`config.mk`:
```
export PLATFORM = sky130hd
export DESIGN_NAME = uart_frame_assembler
export DESIGN_NICKNAME = d
export VERILOG_FILES = /design/src/rtl/uart_frame_assembler.sv
export SDC_FILE = /design/constraint.sdc
export NUM_CORES = 1
export LEC_CHECK = 0
export CORE_MARGIN = 2
export CORE_UTILIZATION = 53
export DETAILED_ROUTE_END_ITERATION = 8
export GPL_TIMING_DRIVEN = 0
export MAX_ROUTING_LAYER = met4
export PLACE_DENSITY = 0.92
export REMOVE_ABC_BUFFERS = 1
export SYNTH_ARGS = -nofsm -noshare
export SYNTH_HDL_FRONTEND = slang
export SYNTH_SLANG_ARGS = --single-unit
export TNS_END_PERCENT = 10
```
`constraint.sdc`:
```
create_clock -name clk -period 4.4 [get_ports clk]
set_clock_uncertainty 0.1 [all_clocks]
set_input_delay 0.88 -clock clk [delete_from_list [all_inputs] [get_ports clk]]
set_output_delay 0.88 -clock clk [all_outputs]
set_load 0.01 [all_outputs]
```
`src/rtl/uart_frame_assembler.sv`:
```
// Packs NUM_INPUTS received UART bytes into one flat frame and offers it with valid/ready.
// Optional trailing XOR checksum byte when the CHECKSUM_EN macro is defined.
module uart_frame_assembler #(
    parameter int unsigned NUM_INPUTS     = 9,
    parameter int unsigned TIMEOUT_CYCLES = 160,
    parameter int unsigned CNT_W          = 8
) (
    input  logic                    clk,
    input  logic                    rst_n,
    input  logic [7:0]              rx_data,
    input  logic                    rx_valid,
    output logic [NUM_INPUTS*8-1:0] frame_data,
    output logic                    frame_valid,
    input  logic                    frame_ready,
    output logic                    frame_err,
    output logic                    overrun,
    output logic                    busy
);

    localparam int unsigned IDX_W = (NUM_INPUTS > 1) ? $clog2(NUM_INPUTS) : 1;
    localparam logic [IDX_W-1:0] LAST_IDX  = IDX_W'(NUM_INPUTS - 1);
    localparam logic [CNT_W-1:0] TIMER_MAX = CNT_W'(TIMEOUT_CYCLES - 1);

`ifdef CHECKSUM_EN
    typedef enum logic [1:0] {StIdle, StCollect, StCheck, StHold} state_e;
`else
    typedef enum logic [1:0] {StIdle, StCollect, StHold} state_e;
`endif

    state_e                  r_state, w_state_d;
    logic [IDX_W-1:0]        r_idx, w_idx_d;
    logic [CNT_W-1:0]        r_timer, w_timer_d;
    logic [NUM_INPUTS*8-1:0] r_frame_data, w_frame_data_d;
    logic                    r_frame_err, w_frame_err_d;
    logic                    r_overrun, w_overrun_d;
    logic                    w_take;
`ifdef CHECKSUM_EN
    logic [7:0]              r_csum, w_csum_d;
`endif

    always_ff @(posedge clk or negedge rst_n) begin
        if (!rst_n) begin
            r_state      <= StIdle;
            r_idx        <= '0;
            r_timer      <= '0;
            r_frame_data <= '0;
            r_frame_err  <= 1'b0;
            r_overrun    <= 1'b0;
`ifdef CHECKSUM_EN
            r_csum       <= '0;
`endif
        end else begin
            r_state      <= w_state_d;
            r_idx        <= w_idx_d;
            r_timer      <= w_timer_d;
            r_frame_data <= w_frame_data_d;
            r_frame_err  <= w_frame_err_d;
            r_overrun    <= w_overrun_d;
`ifdef CHECKSUM_EN
            r_csum       <= w_csum_d;
`endif
        end
    end

    always_comb begin
        w_state_d      = r_state;
        w_idx_d        = r_idx;
        w_timer_d      = r_timer;
        w_frame_data_d = r_frame_data;
        w_frame_err_d  = 1'b0;
        w_overrun_d    = 1'b0;
        w_take         = 1'b0;
`ifdef CHECKSUM_EN
        w_csum_d       = r_csum;
`endif

        unique case (r_state)
            StIdle: begin
                w_take = rx_valid;
            end
            StCollect: begin
                if (rx_valid) begin
                    w_take = 1'b1;
                end else if (r_timer == TIMER_MAX) begin
                    w_frame_err_d = 1'b1;
                    w_idx_d       = '0;
                    w_timer_d     = '0;
                    w_state_d     = StIdle;
                end else begin
                    w_timer_d = r_timer + CNT_W'(1);
                end
            end
`ifdef CHECKSUM_EN
            StCheck: begin
                if (rx_valid) begin
                    w_timer_d = '0;
                    if (rx_data == r_csum) begin
                        w_state_d = StHold;
                    end else begin
                        w_frame_err_d = 1'b1;
                        w_state_d     = StIdle;
                    end
                end else if (r_timer == TIMER_MAX) begin
                    w_frame_err_d = 1'b1;
                    w_timer_d     = '0;
                    w_state_d     = StIdle;
                end else begin
                    w_timer_d = r_timer + CNT_W'(1);
                end
            end
`endif
            StHold: begin
                // A byte landing on the handshake cycle starts the next frame.
                if (frame_ready) begin
                    w_state_d = StIdle;
                    w_take    = rx_valid;
                end else if (rx_valid) begin
                    w_overrun_d = 1'b1;
                end
            end
            default: begin
                w_state_d = StIdle;
            end
        endcase

        if (w_take) begin
            for (int k = 0; k < int'(NUM_INPUTS); k++) begin
                if (k == int'(r_idx)) begin
                    w_frame_data_d[8*k +: 8] = rx_data;
                end
            end
`ifdef CHECKSUM_EN
            w_csum_d = (r_idx == '0) ? rx_data : (r_csum ^ rx_data);
`endif
            w_timer_d = '0;
            if (r_idx == LAST_IDX) begin
                w_idx_d   = '0;
`ifdef CHECKSUM_EN
                w_state_d = StCheck;
`else
                w_state_d = StHold;
`endif
            end else begin
                w_idx_d   = r_idx + IDX_W'(1);
                w_state_d = StCollect;
            end
        end
    end

    assign frame_data  = r_frame_data;
    assign frame_valid = (r_state == StHold);
    assign frame_err   = r_frame_err;
    assign overrun     = r_overrun;
    assign busy        = (r_state != StIdle);

endmodule
```
# Word level (Yosys, flattened, before mapping)
# Cells that the tools add are included.
[word_totals]
ff_bits = 88
latch_bits = 0
ramBits = 0
rom_bits = 0
inputBits = 12
out_inout_bits = 76
word_cells = 73
n_memories = 0
[classes]
addsub = 2
multipliers = 0
div = 0
order_cmp = 0
eq_ne = 17
shifts = 0
n_mux = 23
n_bitwise = 0
n_reduce_logical = 17
[op_table]
columns = ["op", "n"]
rows = [
  ["two-way mux 8 bit", 4],
  ["== test 4 bit, first input constant", 5],
  ["two-way mux 4 bit", 5],
  ["AND reduction 2 bit", 10],
  ["two-way mux 2 bit", 5],
  ["adder 8 x 1 -> 8 bit, second input constant", 1],
  ["== test 3 x 4 -> 1 bit, first input constant", 2],
  ["== test 8 bit, second input constant", 1],
  ["two-way mux 1 bit", 7],
  ["inequality test 3 bit, second input constant", 2],
  ["case mux 2 bit (3 select lines)", 1],
  ["nonzero test 2 bit", 3],
  ["adder 4 x 1 -> 4 bit, second input constant", 1],
  ["== test 2 x 4 -> 1 bit, first input constant", 1],
  ["== test 4 bit, second input constant", 1],
  ["logical NOT 4 bit", 1],
  ["AND reduction 4 bit", 1],
  ["inequality test 3 x 1 -> 1 bit, second input constant", 1],
  ["case mux 1 bit (3 select lines)", 1],
  ["AND reduction 3 bit", 1],
  ["== test 2 x 1 -> 1 bit, second input constant", 1],
  ["== test 2 bit, second input constant", 1],
  ["logical NOT 2 bit", 1],
  ["inequality test 2 x 1 -> 1 bit, second input constant", 1],
  ["inequality test 2 bit, second input constant", 1],
]

# Depth between registers and ports, before layout
[depth]
depth_word = 5
ltp_mapped = 6
depth_no_buf = 6

# Least setup slack after synthesis
# OpenSTA, ideal clock, no wires.
[synth_timing]
path_type = "input port to flip-flop"
from = "input port frame_ready"
to = "register r_frame_data[0], in the netlist frame_data[0]"
setup_time_ps = 125
arrival_ps = 1969
required_time_ps = 4175
slack_ps = 2206
cell_stages = 5
path_buffers = 1
cell_sequence = "nand2b_4 a21bo_4 or3_1 buf_6 mux2_4"
[synth_via]
elab_chain_len = 3
[synth_rtl]
columns = ["element", "line_no", "source"]
rows = [
  ["from (decl)", "14", "input logic frame_ready,"],
  ["two-way mux 1 bit", "114", "if (frame_ready) begin"],
  ["case mux 1 bit (3 select lines)", "77", "unique case (r_state)"],
  ["AND reduction 2 bit (no line)", "n/a", ""],
  ["to (signal assigned)", "56", "r_frame_data <= w_frame_data_d;"],
  ["to (decl)", "33", "logic [NUM_INPUTS*8-1:0] r_frame_data, w_frame_data_d;"],
]
# No other way between the ends.
# A chain may end at the register's enable or synchronous reset.

# Worst setup path in the final report
[layout_timing]
from = "input port frame_ready"
to = "register r_frame_data[36], in the netlist frame_data[36]"
# The elaborated chain is that of the path after synthesis.

==> impl_metrics.yaml <==
clock_tree:
  root_buffer: "clkbuf_8"
  cts_max_path_buffers: 2
  cts_resized: 0
  postCtsHoldBufs: 0
  clk_pin_slew_ps: 90
  cts_tree: "done"
  clkSinkCount: 88
  cts_inserted_buffers: 9
  h-tree-depth: 3
  post-cts-setup-buffers: 0
  worstSkewPairLatency_ps: 350
pwr:
  comb_power_share_pct: 42.2
  p_seq_share_pct: 39.0
  p_int_w: 0.00248
  vdd_ir_drop_max_v: 0.000430
  swShare_pct: 30.2
  clkPwrFrac_pct: 18.8
  power.density_cell_area_nw_per_um2: 736
  power_leakage_nw: 2.14
  p_sw_w: 0.00107
  total_power_w: 0.00355
global_routing:
  grt_pass1_wl_mm: 12.9
  grt_pass1_vias: 2453
  grt_usage_pct: 23.3
  grt-ovfl-total: 0
  antenna_found_initial: 0
  grt_max_degree: 56
floorplanning:
  dieHeight_um: 86.7
  die_w_um: 86.7
  core_um2: 6720
  num_rows: 30
  start_util_pct: 54.0
  die-area_um2: 7520
  ioPinCount: 88
final_layout:
  drive_gt1_share_pct: 28.0
  area_delta_synth_final_pct: 32.9
  antenna_cells: 0
  fill_cells: 427
  multiInputGateArea_um2: 1360
  seq_area_um2: 2200
  fin_util_pct: 71.7
  fin_nets: 359
  final_cell_mix: "dfrtp_1 (88), clkdlybuf4s50_1 (86), mux2_2 (64)"
  fin_area_um2: 4820
  final_common_cell: "dfrtp_1"
placed_design:
  place.gp.congestion: 0.824
  dpl-instance-area_um2: 4580
  io_buffers: 87
  hpwlAfterDp_mm: 5.43
min_path:
  hold_path.class: "primary input to asynchronous set/reset pin"
timing:
  rsz0062_at_grt: "no"
  hold_violations: 0
  fin_setup_tns_ps: 0
  drv_slew: 0
  finalSetupViolCount: 0
  slew_headroom_pct: 57.3
  worst_slew_pin_slew_ps: 636
  period_minus_slack_ps: 2830
  fmax_mhz: 354
  fin_crit_sh_pct: 64.2
yosys:
  netlist_instances: 250
  ys_types: 38
  synth_edf_count: 0
  yosys_warnings: 0
  ys_ff_latch: 88
  yosysSeqAreaShare_pct: 60.7
  async_reset_ff_share_pct: 100
  synth_area_um2: 3630
  synth_ff_type: "dfrtp_1"
  avgSynthCellArea_um2: 14.5
route:
  drt_first_pass_iters: 4
  ant_nets: 0
  num_vias: 2390
  drt_first_iter_violations: 190
  drc: 0
  wirelength_mm: 8.00
  wl_per_cell_um: 18.8
  vias_per_cell: 5.61
job:
  maxCapViolations: 0
status:
  status: "complete, no violations"
worst_setup_path:
  endpoint_kind: "flip-flop"
  start_kind: "primary input"
  critical_path_class: "primary input to flip-flop"
  crit_fanout: 14
  crit_arrival_ps: 2970
  required_ps: 4540
-- area by class of cell --
class                   instances  area share [%]
multi-input cells             149            28.2
flip-flops and latches         88            45.7
repair buffers                 88            18.6
clock buffers                   9            2.57
well taps                      80            2.08
inverters                       6           0.467
clock inverters                 6            2.44
-- routing by layer --
metal | vias to the layer above | track usage [%] | part of all wire, %
met5 | - | - | 0
met4 | 0 | 6.11 | 1.5
met3 | 11 | 5.90 | 5.6
met2 | 97 | 35.9 | 49
met1 | 1209 | 31.2 | 43
li1 | 1073 | - | -
-- cell families after synthesis --
logic type | synth area share [%]
DFF | 60.7
muxes | 23.2
and+or+nand+nor | 7.38
AOI/OAI and AO/OA | 4.42
buffers and inverters | 1.83
adders and majority gates | 1.73
xor gates and xnor gates | 0.725
-- through the flow --
step | std cells | setup slack [ps] | hold WS, ps
6_report | 426 | 1580 | 351
5_1_grt | 426 | 1500 | 386
4_1_cts | 426 | 1590 | 361
3_5_place_dp | 411 | 1230 | 393
3_3_place_gp | 410 | -698 | 387
2_1_floorplan | 243 | 2120 | 406
-- power groups by stage --
stage / Combinational, W / Sequential [W] / Clock [W]
after floorplan: 0.000505 / 0.00152 / 0
after global placement: 0.00145 / 0.00137 / 0
after detailed placement: 0.00150 / 0.00139 / 0
after CTS: 0.00151 / 0.00138 / 0.000678
after global routing: 0.00159 / 0.00143 / 0.000711
final: 0.00150 / 0.00138 / 0.000667
-- Yosys cell counts, drive strengths merged, types with 3 or more instances --
cell	n	share of area, %
a21oi	4	0.55
and3	7	1.2
buf	7	1.2
dfrtp	88	61
ha	5	1.7
inv	6	0.62
mux2	72	23
nand2	8	0.83
nand2b	3	0.72
nand3	9	1.4
nor2	7	0.72
o21ai	7	0.97
-- flip-flops by register name (all words and copies together), names as in the netlist --
name        count
frame_data     72
frame_err       1
overrun         1
r_idx           4
r_state         2
r_timer         8
-- critical path, cell delays in order --
cell             delay [ps]
clkdlybuf4s50_1         540
nand2b_4                100
a21boi_2                520
and3_1                  530
mux2_2                  390
-- final timing paths --
path	cells past startpoint	end	slack [ps]	from
worst max-delay path	5	frame_data[36]	1580	frame_ready
worst min-delay path	1	frame_data[2]	350	rst_n
worst max register to register	4	frame_data[36]	2100	r_state[0]
worst min register to register	1	frame_data[44]	410	frame_data[44]
max in group asynchronous	2	r_timer[5]	3210	rst_n
min in group clk	1	frame_data[44]	410	frame_data[44]
Power figures use the tool's default switching activity.
